**src/rtl/unibus_pkg.sv**
```systemverilog
// Shared Unibus interrupt-arbiter types and constants.
// State encoding, source/vector sizing and standard PDP-11 device vectors.
package unibus_pkg;
  localparam int MAX_SRC = 8;
  localparam int VEC_W   = 8;
  localparam int IDX_W   = $clog2(MAX_SRC);

  localparam logic [VEC_W-1:0] VEC_LINE_CLK = 8'o100;
  localparam logic [VEC_W-1:0] VEC_DL11_RX  = 8'o060;
  localparam logic [VEC_W-1:0] VEC_DL11_TX  = 8'o064;

  typedef enum logic [2:0] {
    ST_IDLE,
    ST_REQ,
    ST_SACK,
    ST_WTBUS,
    ST_INTR,
    ST_DONE,
    ST_PASS
  } arb_state_t;
endpackage

```
**src/rtl/prio_enc.sv**
```systemverilog
// Lowest-index-first priority encoder; combinational, zero latency.
// vld is low and idx is 0 when no request bit is set.
module prio_enc
  import unibus_pkg::*;
#(
  parameter int N = 4
) (
  input  logic [N-1:0]     req,
  output logic [IDX_W-1:0] idx,
  output logic             vld
);

  always_comb begin
    idx = '0;
    vld = 1'b0;
    for (int i = N - 1; i >= 0; i--) begin
      if (req[i]) begin
        idx = IDX_W'(i);
        vld = 1'b1;
      end
    end
  end

endmodule

```
**src/rtl/intr_arbiter.sv**
```systemverilog
// Shares one Unibus BR level among NDEV sources and runs the SACK/BBSY/INTR vector transfer.
// Outputs registered except bg_out_h; SSYNTMO_EN adds an SSYN timeout (tmo_out otherwise tied 0).
module intr_arbiter
  import unibus_pkg::*;
#(
  parameter int NDEV    = 4,
  parameter int SSYNTMO = 2000
) (
  input  logic                  CLOCK,
  input  logic                  RESET,
  input  logic [NDEV-1:0]       intreqs,
  input  logic [VEC_W*NDEV-1:0] intvecs,
  output logic [NDEV-1:0]       intgnts,
  input  logic                  init_in_h,
  input  logic                  bg_in_h,
  output logic                  bg_out_h,
  output logic                  br_out_h,
  output logic                  sack_out_h,
  input  logic                  bbsy_in_h,
  output logic                  bbsy_out_h,
  output logic                  intr_out_h,
  input  logic                  ssyn_in_h,
  output logic [15:0]           d_out_h,
  output logic                  tmo_out
);

  arb_state_t       state, state_nxt;
  logic [NDEV-1:0]  req_q;
  logic [NDEV-1:0]  pend, pend_nxt;
  logic [NDEV-1:0]  gnt_nxt;
  logic [IDX_W-1:0] enc_idx;
  logic             enc_vld;
  logic [IDX_W-1:0] cap_idx, cap_idx_nxt;
  logic [VEC_W-1:0] cap_vec, cap_vec_nxt;
  logic [VEC_W-1:0] sel_vec;
  logic             tmo_hit;

  prio_enc #(.N(NDEV)) u_prio_enc (
    .req (pend),
    .idx (enc_idx),
    .vld (enc_vld)
  );

  always_comb begin
    sel_vec = '0;
    for (int i = 0; i < NDEV; i++) begin
      if (enc_idx == IDX_W'(i)) sel_vec = intvecs[VEC_W*i +: VEC_W];
    end
  end

  // A new rising edge beats a simultaneous grant clear.
  assign pend_nxt = init_in_h ? '0 : ((intreqs & ~req_q) | (pend & ~intgnts));

`ifdef SSYNTMO_EN
  logic [15:0] tmo_cnt;
  logic        tmo_q;

  assign tmo_hit = ((state == ST_SACK) || (state == ST_INTR)) && (tmo_cnt == 16'(SSYNTMO - 1));

  always_ff @(posedge CLOCK or negedge RESET) begin
    if (!RESET) begin
      tmo_cnt <= '0;
      tmo_q   <= 1'b0;
    end else begin
      if (init_in_h || tmo_hit || !((state == ST_SACK) || (state == ST_INTR)))
        tmo_cnt <= '0;
      else
        tmo_cnt <= tmo_cnt + 16'd1;
      tmo_q <= tmo_hit && !init_in_h;
    end
  end

  assign tmo_out = tmo_q;
`else
  assign tmo_hit = 1'b0;
  assign tmo_out = 1'b0;
`endif

  always_comb begin
    state_nxt   = state;
    cap_idx_nxt = cap_idx;
    cap_vec_nxt = cap_vec;
    gnt_nxt     = '0;
    case (state)
      ST_IDLE: begin
        if (bg_in_h)    state_nxt = ST_PASS;
        else if (|pend) state_nxt = ST_REQ;
      end
      ST_REQ: begin
        if (bg_in_h) begin
          if (enc_vld) begin
            state_nxt   = ST_SACK;
            cap_idx_nxt = enc_idx;
            cap_vec_nxt = sel_vec;
          end else begin
            state_nxt = ST_PASS;
          end
        end
      end
      ST_SACK: begin
        if (tmo_hit)                                 state_nxt = ST_IDLE;
        else if (!bg_in_h && !bbsy_in_h && !ssyn_in_h) state_nxt = ST_INTR;
      end
      ST_INTR: begin
        if (tmo_hit) begin
          state_nxt = ST_IDLE;
        end else if (ssyn_in_h) begin
          state_nxt = ST_DONE;
          for (int i = 0; i < NDEV; i++) begin
            if (cap_idx == IDX_W'(i)) gnt_nxt[i] = 1'b1;
          end
        end
      end
      ST_DONE: if (!ssyn_in_h) state_nxt = ST_IDLE;
      ST_PASS: if (!bg_in_h)   state_nxt = ST_IDLE;
      default: state_nxt = ST_IDLE;
    endcase
    if (init_in_h) begin
      state_nxt = ST_IDLE;
      gnt_nxt   = '0;
    end
  end

  // Bus outputs decode the upcoming state so they change on the same edge as the state.
  always_ff @(posedge CLOCK or negedge RESET) begin
    if (!RESET) begin
      state      <= ST_IDLE;
      req_q      <= '0;
      pend       <= '0;
      cap_idx    <= '0;
      cap_vec    <= '0;
      intgnts    <= '0;
      br_out_h   <= 1'b0;
      sack_out_h <= 1'b0;
      bbsy_out_h <= 1'b0;
      intr_out_h <= 1'b0;
      d_out_h    <= '0;
    end else begin
      state      <= state_nxt;
      req_q      <= intreqs;
      pend       <= pend_nxt;
      cap_idx    <= cap_idx_nxt;
      cap_vec    <= cap_vec_nxt;
      intgnts    <= gnt_nxt;
      br_out_h   <= (state_nxt == ST_REQ);
      sack_out_h <= (state_nxt == ST_SACK);
      bbsy_out_h <= (state_nxt == ST_INTR);
      intr_out_h <= (state_nxt == ST_INTR);
      d_out_h    <= (state_nxt == ST_INTR) ? {8'h00, cap_vec_nxt} : 16'h0000;
    end
  end

  assign bg_out_h = (state == ST_PASS) && bg_in_h;

endmodule

```
**config.mk**
```make
export PLATFORM = sky130hd
export DESIGN_NAME = intr_arbiter
export DESIGN_NICKNAME = d
export VERILOG_FILES = /design/src/rtl/unibus_pkg.sv /design/src/rtl/prio_enc.sv /design/src/rtl/intr_arbiter.sv
export SDC_FILE = /design/constraint.sdc
export NUM_CORES = 1
export LEC_CHECK = 0
export BUFFER_PORTS_ARGS = -buffer_cell sky130_fd_sc_hd__clkbuf_2
export CAP_MARGIN = 20
export CORE_ASPECT_RATIO = 1.25
export CORE_MARGIN = 4
export CORE_UTILIZATION = 49
export DETAILED_ROUTE_END_ITERATION = 8
export HOLD_SLACK_MARGIN = 0.06
export PLACE_DENSITY = 0.79
export SYNTH_ARGS = -nofsm -noshare
export SYNTH_HDL_FRONTEND = slang
export SYNTH_SLANG_ARGS = --single-unit
```
**constraint.sdc**
```tcl
create_clock -name CLOCK -period 2.3 [get_ports CLOCK]
set_clock_uncertainty 0.15 [all_clocks]
set_input_delay 0.46 -clock CLOCK [delete_from_list [all_inputs] [get_ports CLOCK]]
set_output_delay 0.46 -clock CLOCK [all_outputs]
set_load 0.01 [all_outputs]
```
==> results.sh, run 1 <==
export IMPL_grt_usage=0.189
export IMPL_fin_crit_ns=1.97
export IMPL_cts_hold_repair_buffers=0
export IMPL_totalPowerFinal_mw=1.70
export IMPL_whs_ns=0.0500
export IMPL_path_max_fanout=12
export IMPL_grt_pass1_vias=1655
export IMPL_multiInputGateArea_um2=847
export IMPL_htreeDepth=2
export IMPL_synthMuxAreaShare=0.00541
export IMPL_maxCapViolCount=0
export IMPL_synth_top_area_cell="dfrtp_1"
export IMPL_grt_pass1_wl_mm=7.37
export IMPL_final_nets=297
export IMPL_fmax_mhz=506
export IMPL_grtUsageMet3=0.0424
export IMPL_cts_setup_buffers=0
export IMPL_place_hpwl_mm=3.12
export IMPL_clockBufferDepth=2
export IMPL_synth_cells=194
export IMPL_synth_cell_types=40
export IMPL_setup_tns_ns=0
export IMPL_cts_buffers_inserted=5
export IMPL_drtIter0Drc=108
export IMPL_wl_mm=4.29
export IMPL_start_util=0.518
export IMPL_synthesis_area_mm2=0.00185
export IMPL_globalplace_congestion=0.896
export IMPL_antenna_found_initial=0
export IMPL_grt_max_degree=37
export IMPL_fillers=303
export IMPL_hold_class="input pin to async pin"
export IMPL_die_area_mm2=0.00483
export IMPL_syn_to_final_growth_pct=21.1
export IMPL_ant_nets=0
export IMPL_setup_viol=0
export IMPL_fin_cells=294
export IMPL_synthArstFlopShare=1.00
export IMPL_grt_use_met1=0.225
export IMPL_synth_seq_cells=36
export IMPL_cts_root_buf="clkbuf_8"
export IMPL_use_met2=0.321
export IMPL_yosys_top_cells_area="dfrtp_1 49%, buf_4 5.3%, nand2_1 4.5%"
export IMPL_final_util=0.627
export IMPL_yosysWarningCount=0
export IMPL_tritoncts="done"
export IMPL_synth_flop_cell="dfrtp_1"
export IMPL_yosysSeqAreaShare=0.487
export IMPL_synth_top_cell_area_share=0.487
export IMPL_clock_sinks=36
export IMPL_fp_coreArea_mm2=0.00357
export IMPL_cp_required_ns=1.69
export IMPL_synthXorXnorAreaFrac=0
export IMPL_critPathKind="flop to output port"
export IMPL_synth_simple_area_share=0.278
export IMPL_dp_cells=287
export IMPL_viasPerCell=5.45
export IMPL_pin_count=68
export IMPL_r2r_start="state[1]"
export IMPL_path_clk_slew_ns=0.07
export IMPL_routedWlPerCell_um=14.6
export IMPL_synth_common_cells="36 x dfrtp_1, 22 x nand2_1, 18 x nor2_1"
export IMPL_yosysMostFrequentCell="dfrtp_1"
export IMPL_synth_top_family_by_area="simple AND/OR/NAND/NOR gates"
export IMPL_ir_drop_mv=0.492
export IMPL_die_h_um=76.7
export IMPL_p_leak_nw=1.09
export IMPL_end_kind="output port"
export IMPL_avgSynthCellArea_um2=9.53
export IMPL_synthAdderAreaFrac=0
export IMPL_num_rows=24
export IMPL_overflow=0
export IMPL_ff2ff_setup_slack_ns=0.35
export IMPL_grt_setup_unrepaired="no"
export IMPL_maxSlewHeadroom=0.503
export IMPL_insertion_delay_ns=0.28
export IMPL_portBuffers=58
export IMPL_status="complete, no violations"
export IMPL_num_antenna_cells=0
export IMPL_synth_edf_count=0
export IMPL_synth_compound_area_frac=0.156
export IMPL_timing_rr_end="d_out_h[6]"
export IMPL_worst_pin_slew_ns=0.740
export IMPL_min_period_over_period=0.859
export IMPL_drv_slew=0
export IMPL_register_area_um2=901
export IMPL_die_w_um=62.9
export IMPL_top_usage_layer="met2"
export IMPL_final_hold_viol_count=0
export IMPL_layout_drive_gt1_share=0.329
export IMPL_num_vias=1601
export IMPL_cp_arrival_ns=1.36
export IMPL_drc=0
export IMPL_power_density_mw_per_mm2=760
export IMPL_start_kind="flop"
export IMPL_post_cts_resized=0
export IMPL_r2r_cells=4
export IMPL_drt_first_pass_iters=4
placed cells by master, fill, tap and decap left out, types with 2 or more instances in the layout:
master    netlist  routed
o22ai_1         9       9
a21oi_1        13      13
nor3b_1         2       2
a31oi_1         8       8
and2_1          8       8
o21ai_0         3       3
nand2_1        22      22
buf_4          13       7
dfrtp_1        36      36
nor2b_1         9       9
nor2_1         18      18
nor3_1         11      11
clkbuf_8        0       7
clkbuf_2        0      58
conb_1          1       9
nand2b_1       11      11
state kept, by name, indices dropped and copies added (netlist names):
register / flops
intgnts: 4
intr_out_h: 1
state: 3
cap_vec: 8
cap_idx: 2
sack_out_h: 1
req_q: 4
d_out_h: 8
pend: 4
br_out_h: 1
worst max-delay path, stage by stage (launching register included):
cell and delay, ns:
dfrtp_1 0.54, or2b_1 0.30, nor2_1 0.11, clkbuf_2 0.13
stage by stage:
| step | cell area [um2] | setup slack (ns) |
|---|---|---|
| after floorplan | 1880 | 0.604 |
| after global placement | 2140 | 0.402 |
| after detailed placement | 2140 | 0.346 |
| after CTS | 2240 | 0.317 |
| after global routing | 2240 | 0.140 |
| final | 2240 | 0.325 |
metal layers:
| metal | vias to the layer above | part of all wire | wire length (um) |
|---|---|---|---|
| li1 | 774 | - | - |
| met1 | 759 | 0.41 | 1770 |
| met2 | 59 | 0.50 | 2130 |
| met3 | 9 | 0.072 | 308 |
| met4 | 0 | 0.019 | 80 |
| met5 | - | 0 | 0 |
worst max path at each step:
stage	startpoint	end	slack, ns	depth (start not counted)
2_1_floorplan	state[2]	br_out_h	0.60	5
3_3_place_gp	ssyn_in_h	d_out_h[0]	0.40	5
3_5_place_dp	ssyn_in_h	d_out_h[4]	0.35	5
4_1_cts	state[1]	bg_out_h	0.32	3
5_1_grt	state[1]	d_out_h[6]	0.14	4
6_report	state[1]	bg_out_h	0.33	3
power breakdown:
part,leakage (nW),switching (mW),internal (mW)
combinational,0.577,0.229,0.180
clock,0.0503,0.208,0.266
sequential,0.466,0.0675,0.750
kinds of logic after synthesis:
logic type | count (synthesis)
muxes | 1
other | 1
and+or+nand+nor | 93
buffers and inverters | 20
DFF | 36
AOI/OAI and AO/OA | 43
layout make-up:
class,count,share of cell area
Sequential cell,36,0.402
Inverter,1,0.00168
Timing Repair Buffer,65,0.153
Tap cell,39,0.0218
Clock buffer,7,0.0430
Multi-Input combinational cell,146,0.378
(Power assumes the default switching activity.)
==> run 2: changes to the inputs <==
--- a/config.mk
+++ b/config.mk
@@ -5,14 +5,17 @@
 export SDC_FILE = /design/constraint.sdc
 export NUM_CORES = 1
 export LEC_CHECK = 0
+export ABC_CLOCK_PERIOD_IN_PS = 2300
 export BUFFER_PORTS_ARGS = -buffer_cell sky130_fd_sc_hd__clkbuf_2
 export CAP_MARGIN = 20
+export CELL_PAD_IN_SITES_DETAIL_PLACEMENT = 0
+export CELL_PAD_IN_SITES_GLOBAL_PLACEMENT = 1
 export CORE_ASPECT_RATIO = 1.25
 export CORE_MARGIN = 4
-export CORE_UTILIZATION = 49
+export CORE_UTILIZATION = 36
 export DETAILED_ROUTE_END_ITERATION = 8
 export HOLD_SLACK_MARGIN = 0.06
-export PLACE_DENSITY = 0.79
+export PLACE_DENSITY_LB_ADDON = 0.1
 export SYNTH_ARGS = -nofsm -noshare
 export SYNTH_HDL_FRONTEND = slang
 export SYNTH_SLANG_ARGS = --single-unit
==> run 2 against run 1 <==
  * Worst hold slack worse by 0.0011 ns
  * Power is 18% higher
  * Worst setup slack worse by 0.034 ns
  * Sequential share of layout area is 1.5 points lower
  * Largest cell class unchanged
  * Largest power group unchanged
  * Highest routed layer unchanged
==> results.sh, run 2 (same netlist as run 1, synthesis figures left out) <==
export IMPL_fp_coreArea_mm2=0.00487
export IMPL_fillers=488
export IMPL_critPathKind="flop to output port"
export IMPL_clockBufferDepth=2
export IMPL_setup_tns_ns=0
export IMPL_clock_sinks=36
export IMPL_worst_pin_slew_ns=0.890
export IMPL_insertion_delay_ns=0.29
export IMPL_grt_max_degree=37
export IMPL_grt_setup_unrepaired="no"
export IMPL_num_vias=1547
export IMPL_whs_ns=0.0489
export IMPL_grt_pass1_wl_mm=7.40
export IMPL_cp_required_ns=1.69
export IMPL_start_util=0.380
export IMPL_syn_to_final_growth_pct=25.9
export IMPL_fmax_mhz=498
export IMPL_place_hpwl_mm=3.42
export IMPL_wl_mm=4.47
export IMPL_pin_count=68
export IMPL_portBuffers=58
export IMPL_path_max_fanout=12
export IMPL_num_rows=28
export IMPL_maxCapViolCount=0
export IMPL_layout_commonest_cell="clkbuf_2"
export IMPL_layout_common_cells="58 x clkbuf_2, 36 x dfrtp_1, 22 x nand2_1"
export IMPL_path_clk_slew_ns=0.08
export IMPL_tritoncts="done"
export IMPL_reg_top3="cap_vec (8), d_out_h (8)"
export IMPL_post_cts_resized=0
export IMPL_fin_cells=316
export IMPL_setup_viol=0
export IMPL_layout_drive_gt1_share=0.332
export IMPL_hold_class="input pin to async pin"
export IMPL_globalplace_congestion=0.740
export IMPL_end_kind="output port"
export IMPL_routedWlPerCell_um=14.2
export IMPL_viasPerCell=4.90
export IMPL_r2r_cells=5
export IMPL_die_h_um=88.1
export IMPL_p_leak_nw=1.12
export IMPL_cp_arrival_ns=1.40
export IMPL_cts_hold_repair_buffers=0
export IMPL_power_density_mw_per_mm2=859
export IMPL_maxSlewHeadroom=0.400
export IMPL_ff2ff_setup_slack_ns=0.38
export IMPL_drt_first_pass_iters=4
export IMPL_min_period_over_period=0.873
export IMPL_drc=0
export IMPL_dp_cells=308
export IMPL_antenna_found_initial=0
export IMPL_cts_setup_buffers=0
export IMPL_num_antenna_cells=0
export IMPL_htreeDepth=2
export IMPL_final_hold_viol_count=0
export IMPL_timing_rr_end="d_out_h[3]"
export IMPL_r2r_start="state[1]"
export IMPL_totalPowerFinal_mw=2.00
export IMPL_drtIter0Drc=86
export IMPL_cts_buffers_inserted=5
export IMPL_start_kind="flop"
export IMPL_status="complete, no violations"
export IMPL_grt_pass1_vias=1529
export IMPL_grt_usage=0.151
export IMPL_overflow=0
export IMPL_die_w_um=72.1
export IMPL_ir_drop_mv=0.455
export IMPL_cts_root_buf="clkbuf_8"
export IMPL_fin_crit_ns=2.01
export IMPL_die_area_mm2=0.00635
export IMPL_drv_slew=0
export IMPL_final_nets=297
export IMPL_ant_nets=0
==> run 2: layer usage <==
layer  vias up  track usage  share of wire
met5         -            0              0
met4         0       0.0444          0.013
met3         6       0.0436          0.056
met2        45        0.240           0.49
met1       722        0.199           0.44
li1        774            -              -
==> run 2: per-stage QoR <==
step           utilization  area [um2]  setup slack, ns
2_1_floorplan            -        1880            0.604
3_3_place_gp         0.446        2170            0.380
3_5_place_dp         0.446        2170            0.359
4_1_cts              0.478        2330            0.282
5_1_grt              0.478        2330            0.156
6_report             0.478        2330            0.291
==> run 2: how the worst max path moves through the flow <==
stage          startpoint          to  slack, ns  cells past startpoint
6_report         state[1]    bg_out_h       0.29                      3
5_1_grt          state[1]  d_out_h[0]       0.16                      5
4_1_cts          state[1]    bg_out_h       0.28                      3
3_5_place_dp    ssyn_in_h  d_out_h[3]       0.36                      6
3_3_place_gp      pend[2]  cap_vec[6]       0.38                      4
2_1_floorplan    state[2]    br_out_h       0.60                      5
==> run 2: layout make-up <==
cell class | instances | area (um2) | share of cell area
sequential | 36 | 901 | 0.387
multi-input combinational | 146 | 847 | 0.364
timing repair buffer | 65 | 343 | 0.147
clock inverter | 3 | 90.1 | 0.0387
tap | 60 | 75.1 | 0.0322
clock buffer | 5 | 68.8 | 0.0296
inverter | 1 | 3.75 | 0.00161
==> run 2: power by group <==
part | internal (mW) | switching (mW) | leakage, nW
Sequential | 0.749 | 0.0629 | 0.466
Clock | 0.542 | 0.233 | 0.0784
Combinational | 0.183 | 0.230 | 0.577
==> run 2: worst max-delay path, cell delays in order, from the launching register on <==
cell	delay, ns
dfrtp_1	0.56
or2b_1	0.30
nor2_1	0.11
clkbuf_2	0.14
==> run 3: changes to the inputs <==
--- a/config.mk
+++ b/config.mk
@@ -15,7 +15,9 @@
 export CORE_UTILIZATION = 36
 export DETAILED_ROUTE_END_ITERATION = 8
 export HOLD_SLACK_MARGIN = 0.06
+export MAX_ROUTING_LAYER = met4
 export PLACE_DENSITY_LB_ADDON = 0.1
+export REMOVE_ABC_BUFFERS = 1
 export SYNTH_ARGS = -nofsm -noshare
 export SYNTH_HDL_FRONTEND = slang
 export SYNTH_SLANG_ARGS = --single-unit
==> run 3 against run 2 <==
  * Sequential power grew 1%
  * Worst setup slack lost 0.13 ns
  * Combinational power is essentially flat
  * Via count grew 1.9%
  * Non-clock buffer count grew 2
  * Worst hold slack gained 0.094 ns
  * Design area shrank 2.2%
  * Cell count grew 0.63%
  * Sequential share of layout area grew 0.87 points
  * Sequential cell count is the same
  * Power shrank 15%
  * Clock power shrank 41%
  * Critical path type is now flop to flop
==> results.sh, run 3 (same netlist as run 1, synthesis figures left out) <==
export IMPL_status="complete, no violations"
export IMPL_cts_root_buf="clkbuf_8"
export IMPL_r2r_cells=4
export IMPL_switching_power_mw=0.520
export IMPL_end_kind="flop"
export IMPL_cp_arrival_ns=2.12
export IMPL_grt_use_met1=0.196
export IMPL_drt_first_pass_iters=4
export IMPL_path_max_fanout=12
export IMPL_clockBufferDepth=2
export IMPL_syn_to_final_growth_pct=23.1
export IMPL_grt_pass1_wl_mm=7.67
export IMPL_ir_drop_mv=0.371
export IMPL_pin_count=68
export IMPL_overflow=0
export IMPL_final_hold_viol_count=0
export IMPL_final_nets=299
export IMPL_grt_setup_unrepaired="no"
export IMPL_fin_crit_ns=2.14
export IMPL_start_kind="flop"
export IMPL_start_util=0.380
export IMPL_num_antenna_cells=0
export IMPL_fp_coreArea_mm2=0.00487
export IMPL_layout_drive_gt1_share=0.326
export IMPL_setup_tns_ns=0
export IMPL_antenna_found_initial=0
export IMPL_top_usage_layer="met2"
export IMPL_clock_sinks=36
export IMPL_min_period_over_period=0.930
export IMPL_ff2ff_setup_slack_ns=0.16
export IMPL_fillers=497
export IMPL_ant_nets=0
export IMPL_power_internal_mw=1.18
export IMPL_setup_viol=0
export IMPL_drtIter0Drc=69
export IMPL_drv_slew=0
export IMPL_dpl_cell_area_mm2=0.00218
export IMPL_p_leak_nw=1.10
export IMPL_power_density_mw_per_mm2=744
export IMPL_stdcell_area_mm2=0.00228
export IMPL_num_rows=28
export IMPL_globalplace_congestion=0.793
export IMPL_r2r_start="state[1]"
export IMPL_reg_top3="cap_vec (8), d_out_h (8)"
export IMPL_crit_end="d_out_h[5]"
export IMPL_worst_pin_slew_ns=0.979
export IMPL_layout_common_cells="58 x clkbuf_2, 36 x dfrtp_1, 22 x nand2_1"
export IMPL_power_share_clock=0.271
export IMPL_viasPerCell=4.96
export IMPL_whs_ns=0.143
export IMPL_totalPowerFinal_mw=1.69
export IMPL_hold_class="input pin to flop"
export IMPL_insertion_delay_ns=0.29
export IMPL_grt_pass1_vias=1600
export IMPL_grtUsageMet3=0.0448
export IMPL_die_h_um=88.1
export IMPL_drc=0
export IMPL_layout_commonest_cell="clkbuf_2"
export IMPL_grt_max_degree=17
export IMPL_cts_buffers_inserted=5
export IMPL_p_comb_frac=0.245
export IMPL_tritoncts="done"
export IMPL_critPathKind="flop to flop"
export IMPL_post_cts_resized=0
export IMPL_timing_rr_end="d_out_h[5]"
export IMPL_cp_required_ns=2.28
export IMPL_sequentialPowerShare=0.484
export IMPL_maxSlewHeadroom=0.341
export IMPL_die_w_um=72.1
export IMPL_place_hpwl_mm=3.66
export IMPL_worstSetupStartpoint="state[1]"
export IMPL_grt_usage=0.166
export IMPL_routedWlPerCell_um=15.1
export IMPL_path_clk_slew_ns=0.07
export IMPL_maxCapViolCount=0
export IMPL_use_met2=0.269
export IMPL_htreeDepth=2
export IMPL_switching_share=0.307
export IMPL_fmax_mhz=467
export IMPL_wl_mm=4.79
export IMPL_die_area_mm2=0.00635
export IMPL_portBuffers=58
export IMPL_num_vias=1577
## run 3: layout make-up
cell class	count	area, um2	area share
Sequential cell	36	901	0.396
Inverter	1	3.75	0.00165
Timing Repair Buffer	67	360	0.158
Multi-Input combinational cell	146	847	0.372
Tap cell	60	75.1	0.0330
Clock buffer	8	90.1	0.0396
## run 3: timing repair
action / 4_1_cts / 5_1_grt
buffers inserted: 0 / 0
setup endpoints to repair: 0 / 0
hold buffers: 1 / 0
endpoints found under the hold margin: 12 / 0
## run 3: worst max-delay path: stages, from the launching register on
cell	delay (ns)
dfrtp_1	0.57
nand4bb_1	0.28
o21ai_2	0.09
o31ai_2	0.74
nor3_1	0.14
## run 3: routing by layer
metal	wire length, um	part of all wire	vias up
met5	0	0	-
met3	294	0.061	7
li1	-	-	781
met1	2090	0.44	744
met4	65	0.014	0
met2	2340	0.49	45
## run 3: how the worst min path moves through the flow
stage / cells past startpoint / to / startpoint / slack [ns]
global route: 1 / req_q[3] / intreqs[3] / 0.13
floorplan: 0 / br_out_h / RESET / 0.01
finish: 1 / req_q[3] / intreqs[3] / 0.14
global placement: 1 / d_out_h[5] / RESET / 0.25
CTS: 1 / req_q[3] / intreqs[3] / 0.13
detailed placement: 1 / d_out_h[3] / RESET / 0.25
## run 3: stage by stage
step / utilization / setup slack, ns / std cells
floorplan: - / 0.535 / 183
global placement: 0.447 / 0.166 / 309
detailed placement: 0.447 / 0.189 / 309
CTS: 0.468 / 0.175 / 318
global route: 0.468 / 0.0281 / 318
finish: 0.468 / 0.161 / 318
## run 3: power by group through the flow
stage	sequential (mW)	combinational, mW	clock (mW)
floorplan	0.830	0.250	0
global placement	0.829	0.418	0
detailed placement	0.833	0.419	0
CTS	0.820	0.422	0.479
global route	0.833	0.466	0.514
finish	0.821	0.415	0.459
